### src/rtl/ddr_axil_map_bridge.sv
// AXI4-lite slave to single-outstanding register-bus bridge for the DDR PHY host port.
// Decodes the DDR memory map, forwards region-relative offsets and returns DECERR/SLVERR.
module ddr_axil_map_bridge #(
  parameter int AWIDTH         = 32,
  parameter int DWIDTH         = 32,
  parameter int TIMEOUT_CYCLES = 255
) (
  input  logic                i_clk,
  input  logic                i_rst,
  input  logic                i_awvalid,
  output logic                o_awready,
  input  logic [AWIDTH-1:0]   i_awaddr,
  input  logic                i_wvalid,
  output logic                o_wready,
  input  logic [DWIDTH-1:0]   i_wdata,
  input  logic [DWIDTH/8-1:0] i_wstrb,
  output logic                o_bvalid,
  input  logic                i_bready,
  output logic [1:0]          o_bresp,
  input  logic                i_arvalid,
  output logic                o_arready,
  input  logic [AWIDTH-1:0]   i_araddr,
  output logic                o_rvalid,
  input  logic                i_rready,
  output logic [DWIDTH-1:0]   o_rdata,
  output logic [1:0]          o_rresp,
  output logic                o_req,
  output logic                o_wr,
  output logic [4:0]          o_sel,
  output logic [23:0]         o_addr,
  output logic [DWIDTH-1:0]   o_wdata,
  output logic [DWIDTH/8-1:0] o_wstrb,
  input  logic                i_ack,
  input  logic [DWIDTH-1:0]   i_rdata,
  input  logic                i_err
);

  localparam int SW = DWIDTH / 8;
  localparam logic [1:0]  RESP_OKAY   = 2'b00;
  localparam logic [1:0]  RESP_SLVERR = 2'b10;
  localparam logic [1:0]  RESP_DECERR = 2'b11;
  localparam logic [15:0] TO_LAST     = 16'(TIMEOUT_CYCLES - 1);

  typedef enum logic [1:0] {S_IDLE, S_REQ, S_RESP} state_e;
  typedef enum logic {PTR_WR, PTR_RD} ptr_e;

  typedef struct packed {
    logic        hit;
    logic [4:0]  sel;
    logic [23:0] off;
  } dec_t;

  // Regions are contiguous between holes, so an ordered upper-bound chain suffices.
  function automatic dec_t decode(input logic [AWIDTH-1:0] a);
    logic [63:0] x;
    logic [63:0] base;
    dec_t        d;
    x     = 64'(a);
    base  = '0;
    d     = '0;
    d.hit = 1'b1;
    if      (x < 64'h0000_4000) begin d.sel = 5'd0;  base = 64'h0000_0000; end
    else if (x < 64'h0000_8000) begin d.sel = 5'd1;  base = 64'h0000_4000; end
    else if (x < 64'h0001_0000) begin d.sel = 5'd2;  base = 64'h0000_8000; end
    else if (x < 64'h0002_0000) begin d.sel = 5'd3;  base = 64'h0001_0000; end
    else if (x < 64'h0005_0000) d.hit = 1'b0;
    else if (x < 64'h0006_0000) begin d.sel = 5'd4;  base = 64'h0005_0000; end
    else if (x < 64'h0009_0000) d.hit = 1'b0;
    else if (x < 64'h0009_8000) begin d.sel = 5'd5;  base = 64'h0009_0000; end
    else if (x < 64'h000A_0000) begin d.sel = 5'd6;  base = 64'h0009_8000; end
    else if (x < 64'h000B_0000) begin d.sel = 5'd7;  base = 64'h000A_0000; end
    else if (x < 64'h000C_0000) begin d.sel = 5'd8;  base = 64'h000B_0000; end
    else if (x < 64'h000D_0000) begin d.sel = 5'd9;  base = 64'h000C_0000; end
    else if (x < 64'h000E_0000) begin d.sel = 5'd10; base = 64'h000D_0000; end
    else if (x < 64'h000F_0000) begin d.sel = 5'd11; base = 64'h000E_0000; end
    else if (x < 64'h0010_0000) begin d.sel = 5'd12; base = 64'h000F_0000; end
    else if (x < 64'h0011_0000) begin d.sel = 5'd13; base = 64'h0010_0000; end
    else if (x < 64'h0012_0000) begin d.sel = 5'd14; base = 64'h0011_0000; end
    else if (x < 64'h0013_0000) begin d.sel = 5'd15; base = 64'h0012_0000; end
    else if (x < 64'h0014_0000) begin d.sel = 5'd16; base = 64'h0013_0000; end
    else if (x < 64'h0015_0000) begin d.sel = 5'd17; base = 64'h0014_0000; end
    else if (x < 64'h0100_0000) d.hit = 1'b0;
    else if (x < 64'h0200_0000) begin d.sel = 5'd18; base = 64'h0100_0000; end
    else                        d.hit = 1'b0;
    d.off = 24'(x - base);
    if (!d.hit) begin
      d.sel = '0;
      d.off = '0;
    end
    return d;
  endfunction

  state_e            state_q, state_d;
  ptr_e              ptr_q, ptr_d;
  logic              is_wr_q, is_wr_d;
  logic [4:0]        sel_q, sel_d;
  logic [23:0]       off_q, off_d;
  logic [DWIDTH-1:0] wdata_q, wdata_d;
  logic [SW-1:0]     wstrb_q, wstrb_d;
  logic [1:0]        resp_q, resp_d;
  logic [DWIDTH-1:0] rdata_q, rdata_d;
  logic [15:0]       cnt_q, cnt_d;
  logic              grant_wr, grant_rd;
  dec_t              dec;

  always_comb begin
    // NOTE: every variable gets a default first so no path leaves it unassigned (no latch).
    state_d  = state_q;
    ptr_d    = ptr_q;
    is_wr_d  = is_wr_q;
    sel_d    = sel_q;
    off_d    = off_q;
    wdata_d  = wdata_q;
    wstrb_d  = wstrb_q;
    resp_d   = resp_q;
    rdata_d  = rdata_q;
    cnt_d    = cnt_q;
    grant_wr = 1'b0;
    grant_rd = 1'b0;
    dec      = '0;

    unique case (state_q)
      S_IDLE: begin
        grant_wr = !i_rst && i_awvalid && i_wvalid && (!i_arvalid || ptr_q == PTR_WR);
        grant_rd = !i_rst && i_arvalid && !grant_wr;
        if (grant_wr || grant_rd) begin
          dec     = decode(grant_wr ? i_awaddr : i_araddr);
          is_wr_d = grant_wr;
          ptr_d   = grant_wr ? PTR_RD : PTR_WR;
          sel_d   = dec.sel;
          off_d   = dec.off;
          rdata_d = '0;
          cnt_d   = '0;
          if (grant_wr) begin
            wdata_d = i_wdata;
            wstrb_d = i_wstrb;
          end
          // A miss skips the target entirely and answers on the next cycle.
          if (dec.hit) begin
            state_d = S_REQ;
            resp_d  = RESP_OKAY;
          end else begin
            state_d = S_RESP;
            resp_d  = RESP_DECERR;
          end
        end
      end
      S_REQ: begin
        if (i_ack) begin
          resp_d  = i_err ? RESP_SLVERR : RESP_OKAY;
          if (!is_wr_q) rdata_d = i_rdata;
          state_d = S_RESP;
        end else if (cnt_q == TO_LAST) begin
          resp_d  = RESP_SLVERR;
          rdata_d = '0;
          state_d = S_RESP;
        end else begin
          cnt_d = cnt_q + 16'd1;
        end
      end
      S_RESP: begin
        if (is_wr_q ? i_bready : i_rready) state_d = S_IDLE;
      end
      default: state_d = S_IDLE;
    endcase
  end

  always_ff @(posedge i_clk) begin
    if (i_rst) begin
      state_q <= S_IDLE;
      ptr_q   <= PTR_WR;
      is_wr_q <= 1'b0;
      sel_q   <= '0;
      off_q   <= '0;
      wdata_q <= '0;
      wstrb_q <= '0;
      resp_q  <= '0;
      rdata_q <= '0;
      cnt_q   <= '0;
    end else begin
      // NOTE: non-blocking so every flop samples the pre-edge value of its _d.
      state_q <= state_d;
      ptr_q   <= ptr_d;
      is_wr_q <= is_wr_d;
      sel_q   <= sel_d;
      off_q   <= off_d;
      wdata_q <= wdata_d;
      wstrb_q <= wstrb_d;
      resp_q  <= resp_d;
      rdata_q <= rdata_d;
      cnt_q   <= cnt_d;
    end
  end

  assign o_awready = grant_wr;
  assign o_wready  = grant_wr;
  assign o_arready = grant_rd;
  assign o_req     = (state_q == S_REQ);
  assign o_bvalid  = (state_q == S_RESP) &&  is_wr_q;
  assign o_rvalid  = (state_q == S_RESP) && !is_wr_q;
  assign o_bresp   = resp_q;
  assign o_rresp   = resp_q;
  assign o_rdata   = rdata_q;
  assign o_wr      = is_wr_q;
  assign o_sel     = sel_q;
  assign o_addr    = off_q;
  assign o_wdata   = wdata_q;
  assign o_wstrb   = wstrb_q;

endmodule
### config.mk
export PLATFORM = sky130hd
export DESIGN_NAME = ddr_axil_map_bridge
export DESIGN_NICKNAME = d
export VERILOG_FILES = /design/src/rtl/ddr_axil_map_bridge.sv
export SDC_FILE = /design/constraint.sdc
export NUM_CORES = 1
export LEC_CHECK = 0
export BUFFER_PORTS_ARGS = -buffer_cell sky130_fd_sc_hd__buf_2
export CAP_MARGIN = 30
export CORE_MARGIN = 5
export CORE_UTILIZATION = 25
export CTS_BUF_LIST = sky130_fd_sc_hd__clkbuf_8
export CTS_CLUSTER_SIZE = 10
export DETAILED_ROUTE_END_ITERATION = 7
export PLACE_DENSITY = 0.48
export SLEW_MARGIN = 20
export SYNTH_ARGS = -nofsm -noshare
export SYNTH_HDL_FRONTEND = slang
export SYNTH_SLANG_ARGS = --single-unit
### constraint.sdc
create_clock -name i_clk -period 4.7 [get_ports i_clk]
set_input_delay 0.705 -clock i_clk [delete_from_list [all_inputs] [get_ports i_clk]]
set_output_delay 0.705 -clock i_clk [all_outputs]
set_load 0.1 [all_outputs]
After elaboration in Yosys (flattened, before gate mapping)
Cells that the tools add are included.
- bits in registers: 119
- bits in latches: 0
- RAM bits: 0
- ROM bits: 0
- bits of input ports: 141
- memories kept: 0
- add/sub/neg operators: 2
- $mul: 0
- div/mod/pow operators: 0
- magnitude comparators: 22
- equality and inequality tests: 9
- shift operators: 0
- muxes and demuxes: 95
- bitwise operators: 1
- reduce and logical (&&, ||, !) cells: 21
- operator list (kind ; count):
    24-bit two-way mux ; 23
    32-bit by 20-bit less-than comparator with 1-bit output, second input constant ; 8
    32-bit by 21-bit less-than comparator with 1-bit output, second input constant ; 6
    32-bit two-way mux ; 5
    5-bit two-way mux ; 22
    32-bit by 19-bit less-than comparator with 1-bit output, second input constant ; 2
    32-bit case mux with 2 select lines ; 1
    16-bit two-way mux ; 3
    32-bit by 15-bit less-than comparator with 1-bit output, second input constant ; 1
    32-bit by 16-bit less-than comparator with 1-bit output, second input constant ; 1
    32-bit by 17-bit less-than comparator with 1-bit output, second input constant ; 1
    32-bit by 18-bit less-than comparator with 1-bit output, second input constant ; 1
    32-bit by 25-bit less-than comparator with 1-bit output, second input constant ; 1
    32-bit by 26-bit less-than comparator with 1-bit output, second input constant ; 1
    16-bit case mux with 2 select lines ; 1
    29-bit two-way mux ; 1
    1-bit two-way mux ; 28
    24-bit subtractor ; 1
    2-bit two-way mux ; 9
    16-bit by 1-bit adder with 16-bit output, second input constant ; 1
    16-bit by 8-bit == test with 1-bit output, second input constant ; 1
    3-bit AND reduction ; 3
    2-bit inequality test, second input constant ; 4
    4-bit AND reduction ; 2
    other kinds (13) ; 23

Depth between registers and ports, before layout
- word-level depth: 33
- depth in mapped cells: 20
- mapped depth without buffers: 17

Least setup slack after synthesis
No wires, ideal clock.
- path type: register to output
- from: reg ptr_q
- to: out o_arready
- arrival: 3.584 ns
- setup slack: 0.411 ns
- stages on the path, launching flop included: 4
- buffers on the path: 1
- path through: dfxtp_1 -> buf_4 -> inv_1 -> a311oi_1
- cells in the longest elaborated chain, start to end: 6
- RTL lines (what ; RTL line ; RTL):
    start: declaration ; 94 ; ptr_e ptr_q, ptr_d;
    start signal: assignment ; 183 ; ptr_q <= ptr_d;
    1-bit NOT ; 124 ; grant_wr = !i_rst && i_awvalid && i_wvalid && (!i_arvalid || ptr_q == PTR_WR);
    1-bit logical OR ; 124 ;
    1-bit logical AND ; 124 ;
    1-bit zero test ; 125 ; grant_rd = !i_rst && i_arvalid && !grant_wr;
    1-bit logical AND ; 125 ;
    1-bit two-way mux ; 122 ; unique case (state_q)
    end: declaration ; 21 ; output logic o_arready,
Every way passes these cells.

Final worst setup path
- from: in i_arvalid
- to: reg off_q[22] (netlist: o_addr[22])
- cells in the longest elaborated chain, start to end: 30
- RTL lines (what ; RTL line ; RTL):
    start: declaration ; 20 ; input logic i_arvalid,
    parallel branches: the longest is 30 deep, another holds 32-bit by 21-bit less-than comparator with 1-bit output ; n/a ;
    end signal: assignment ; 174 ; off_q <= '0;
    end signal: assignment ; 186 ; off_q <= off_d;
    end: declaration ; 97 ; logic [23:0] off_q, off_d;
Parallel ways; which one is timed is not known. The select of a mux whose other input is x is not followed.
A chain may end at the register's enable or synchronous reset.

==> out/results.tsv <==
stage	metric	value	unit
timing	post-route-period-util	80.6	%
setup_path	cp.required	5.02	ns
finish	fill_cells	2558	
detailed_routing	via_per_inst	4.58	
detailed_routing	drt_iter0_markers	307	
clock_tree	post-cts-setup-buffers	0	
detailed_routing	wl	19.5	mm
finish	final_area	7830	um^2
logic_synthesis	synth_top_area_cell	dfxtp_1	
power_and_ir_drop	ir_drop	0.127	mV
logic_synthesis	synth_edf_count	0	
setup_path	path_buf_inv	2	
logic_synthesis	synth_area	5910	um^2
power_and_ir_drop	power	2440	uW
detailed_routing	vias	5869	
timing	worst_slew_pin_slew	0.559	ns
clock_tree	cts_sinks	118	
logic_synthesis	yosysTopAreaCellShare	40.0	%
detailed_routing	drt_pass1_iterations	6	
setup_path	start_kind	primary input	
setup_path	arrival	4.10	ns
logic_synthesis	synth.distinct_cells	76	
floorplanning	fp-row-count	56	
timing	setup_viol_count_final	0	
floorplanning	io_pins	249	
logic_synthesis	ys_ff_latch	118	
clock_tree	cts_buffers	17	
timing	whs	0.451	ns
outcome	status	finished, final reports clean	
global_route	antenna_found_initial	2	
global_route	grt_max_degree	61	
placement	place_inst	1250	
timing	clock.fmax	264	MHz
job	max-cap-violations	0	
clock_tree	ctsResizeCount	0	
timing	fin_skew	0.0165	ns
logic_synthesis	ys_warn_count	0	
floorplanning	core_area	23400	um^2
setup_path	critPathKind	primary input to flop	
global_route	met2_usage	21.8	%
power_and_ir_drop	power.density	312	nW/um^2
clock_tree	cts_tree	done	
detailed_routing	wl_per_cell	15.2	um
clock_tree	cts_max_path_buffers	2	
logic_synthesis	synth-async-reset-ratio	0	%
setup_path	crit_path_max_fanout	10	
clock_tree	clkTransAtPathRegs	0.08	ns
clock_tree	clockRootBuffer	clkbuf_8	
logic_synthesis	synth-main-ff-cell	dfxtp_1	
placement	dp_hpwl	14.7	mm
global_route	grt_pass1_wl	30.1	mm
floorplanning	die_area	26800	um^2
timing	tns	0	ns
logic_synthesis	synth_nets	870	
setup_path	cp_top_family	simple AND/OR/NAND/NOR gates	
global_route	overflow	0	
global_route	grt_util_met3	5.04	%
timing	hold_viol	0	
power_and_ir_drop	p_leak	0.00350	uW
clock_tree	clk_latency	0.43	ns
finish	nets	1101	
detailed_routing	route.detailed.drc	0	
global_route	grtUsageMet1	18.2	%
global_route	grt_pass1_vias	5723	
floorplanning	floorplan.initialDensity	25.2	%
logic_synthesis	ys_seq_area_share	40.0	%
global_route	grt_busiest_layer	met2	
finish	layout-drive-gt1-share	35.8	%
global_route	grtUsageTotal	14.0	%
finish	syn2layout_area_growth	32.6	%
timing	rsz0062_at_grt	false	
timing	min_period	3.79	ns
floorplanning	die_h	164	um
timing	slew_headroom	62.6	%
min_path	hold_class	flop to flop	
timing	slew_viol_final	0	
clock_tree	cts_max_level	4	
setup_path	crit_path_end_kind	flop	
clock_tree	postCtsHoldBufs	0	
logic_synthesis	syn_avg_cell_area	8.22	um^2
logic_synthesis	synthCells	719	
placement	gp_congestion	0.905	
detailed_routing	ant_nets	0	
setup_path	cpPeakStageDelay	0.44	ns
floorplanning	fp.dieW	164	um
logic_synthesis	synth_area_leaders	dfxtp_1, nand2_1, o21ai_0, a21oi_1, mux2i_1	
setup_path	path_cells	buf_2 > and2_1 > nor2_8 > mux2i_2 > inv_2 > or2_2 > or3_1 > fa_1 > a21o_1 > a21oi_1 > nor2b_1 > nor3_1 > o211ai_1 > xnor2_1 > o21ai_2	
placement	io_buffers	248	
setup_path	slowest_stage	fa_1	
finish	diodes	0	
finish	final_cells	1282	
placement	dpl_cell_area	7440	um^2
[layout by cell type (no fill, tap or decap), types with 7 or more instances in the layout]
cell / n
a21oi_1: 49
a22o_1: 7
buf_2: 246
buf_4: 12
clkbuf_8: 17
dfxtp_1: 118
ha_1: 9
inv_1: 13
mux2i_1: 23
nand2_1: 149
nand3_1: 42
nor2_1: 39
nor3_1: 15
o21ai_0: 54
o21ai_2: 19
xnor2_1: 11
xor2_1: 10
[tightest hold or removal path: stages, from the launching register on]
cell,delay (ns)
dfxtp_1,0.33
nand2_1,0.06
o21ai_2,0.04
[synth_stat cells, types with 5 or more instances]
library cell and count:
o21ai_2 19, nand4_1 5, a22o_1 7, and3_1 6
xnor2_1 11, buf_4 7, nand2_1 149, xor2_1 10
a31oi_1 5, buf_2 7, dfxtp_1 118, ha_1 9
mux2i_1 23, nor3_1 16, o21ai_1 6, nor2_1 39
nand3_1 42, o21ai_0 54, clkbuf_1 29, a21oi_1 50
inv_1 13
[path summary, 6_finish.rpt]
path	start	end	slack (ns)	depth (start not counted)
setup / recovery	i_arvalid	o_addr[22]$_SDFFE_PP0P_	0.91	15
setup reg to reg	ptr_q$_SDFFE_PP0P_	o_addr[22]$_SDFFE_PP0P_	1.03	14
hold / removal	o_addr[3]$_SDFFE_PP0P_	o_addr[3]$_SDFFE_PP0P_	0.45	2
hold reg to reg	o_addr[3]$_SDFFE_PP0P_	o_addr[3]$_SDFFE_PP0P_	0.45	2
[registers in the layout (all words and copies together), names as in the netlist]
register	cells
o_wdata	32
cnt_q	16
o_wstrb	4
ptr_q	1
state_q	2
o_addr	24
o_sel	5
o_rdata	32
o_bresp	2
[where the power goes]
part / internal (uW) / switching (uW)
combinational: 127 / 339
clock: 443 / 505
sequential: 1020 / 11.3
[cell families (layout without fill, tap and decap cells)]
family,Yosys count,in the layout,synth area share (%)
xor+xnor,21,21,3.11
fa+ha+maj,10,10,2.24
buf+inv,66,310,5.59
compound gates,183,183,20.9
mux,28,28,5.08
simple gates,293,293,23.1
flops,118,118,40.0
[area by class of cell]
| type | count | area (um^2) | share of cell area (%) |
|---|---|---|---|
| clock buffers | 17 | 234 | 2.99 |
| clock inverters | 15 | 161 | 2.06 |
| inverters | 17 | 63.8 | 0.815 |
| multi-input cells | 535 | 3220 | 41.2 |
| flip-flops and latches | 118 | 2360 | 30.2 |
| well taps | 319 | 399 | 5.10 |
| repair buffers | 261 | 1390 | 17.7 |
[per-stage QoR]
| stage | setup slack (ns) | util (%) |
|---|---|---|
| global route | 0.683 | 33.5 |
| finish | 0.914 | 33.5 |
| CTS | 0.948 | 33.5 |
| detailed placement | 0.454 | 31.8 |
| floorplan | 0.411 | - |
| global placement | 0.527 | 31.6 |
[routing by layer]
layer	vias to the layer above	share of wire, %
met5	-	0.13
met4	4	1.6
met3	29	10
met2	253	44
met1	2616	44
li1	2967	-
Power figures use the tool's default switching activity.
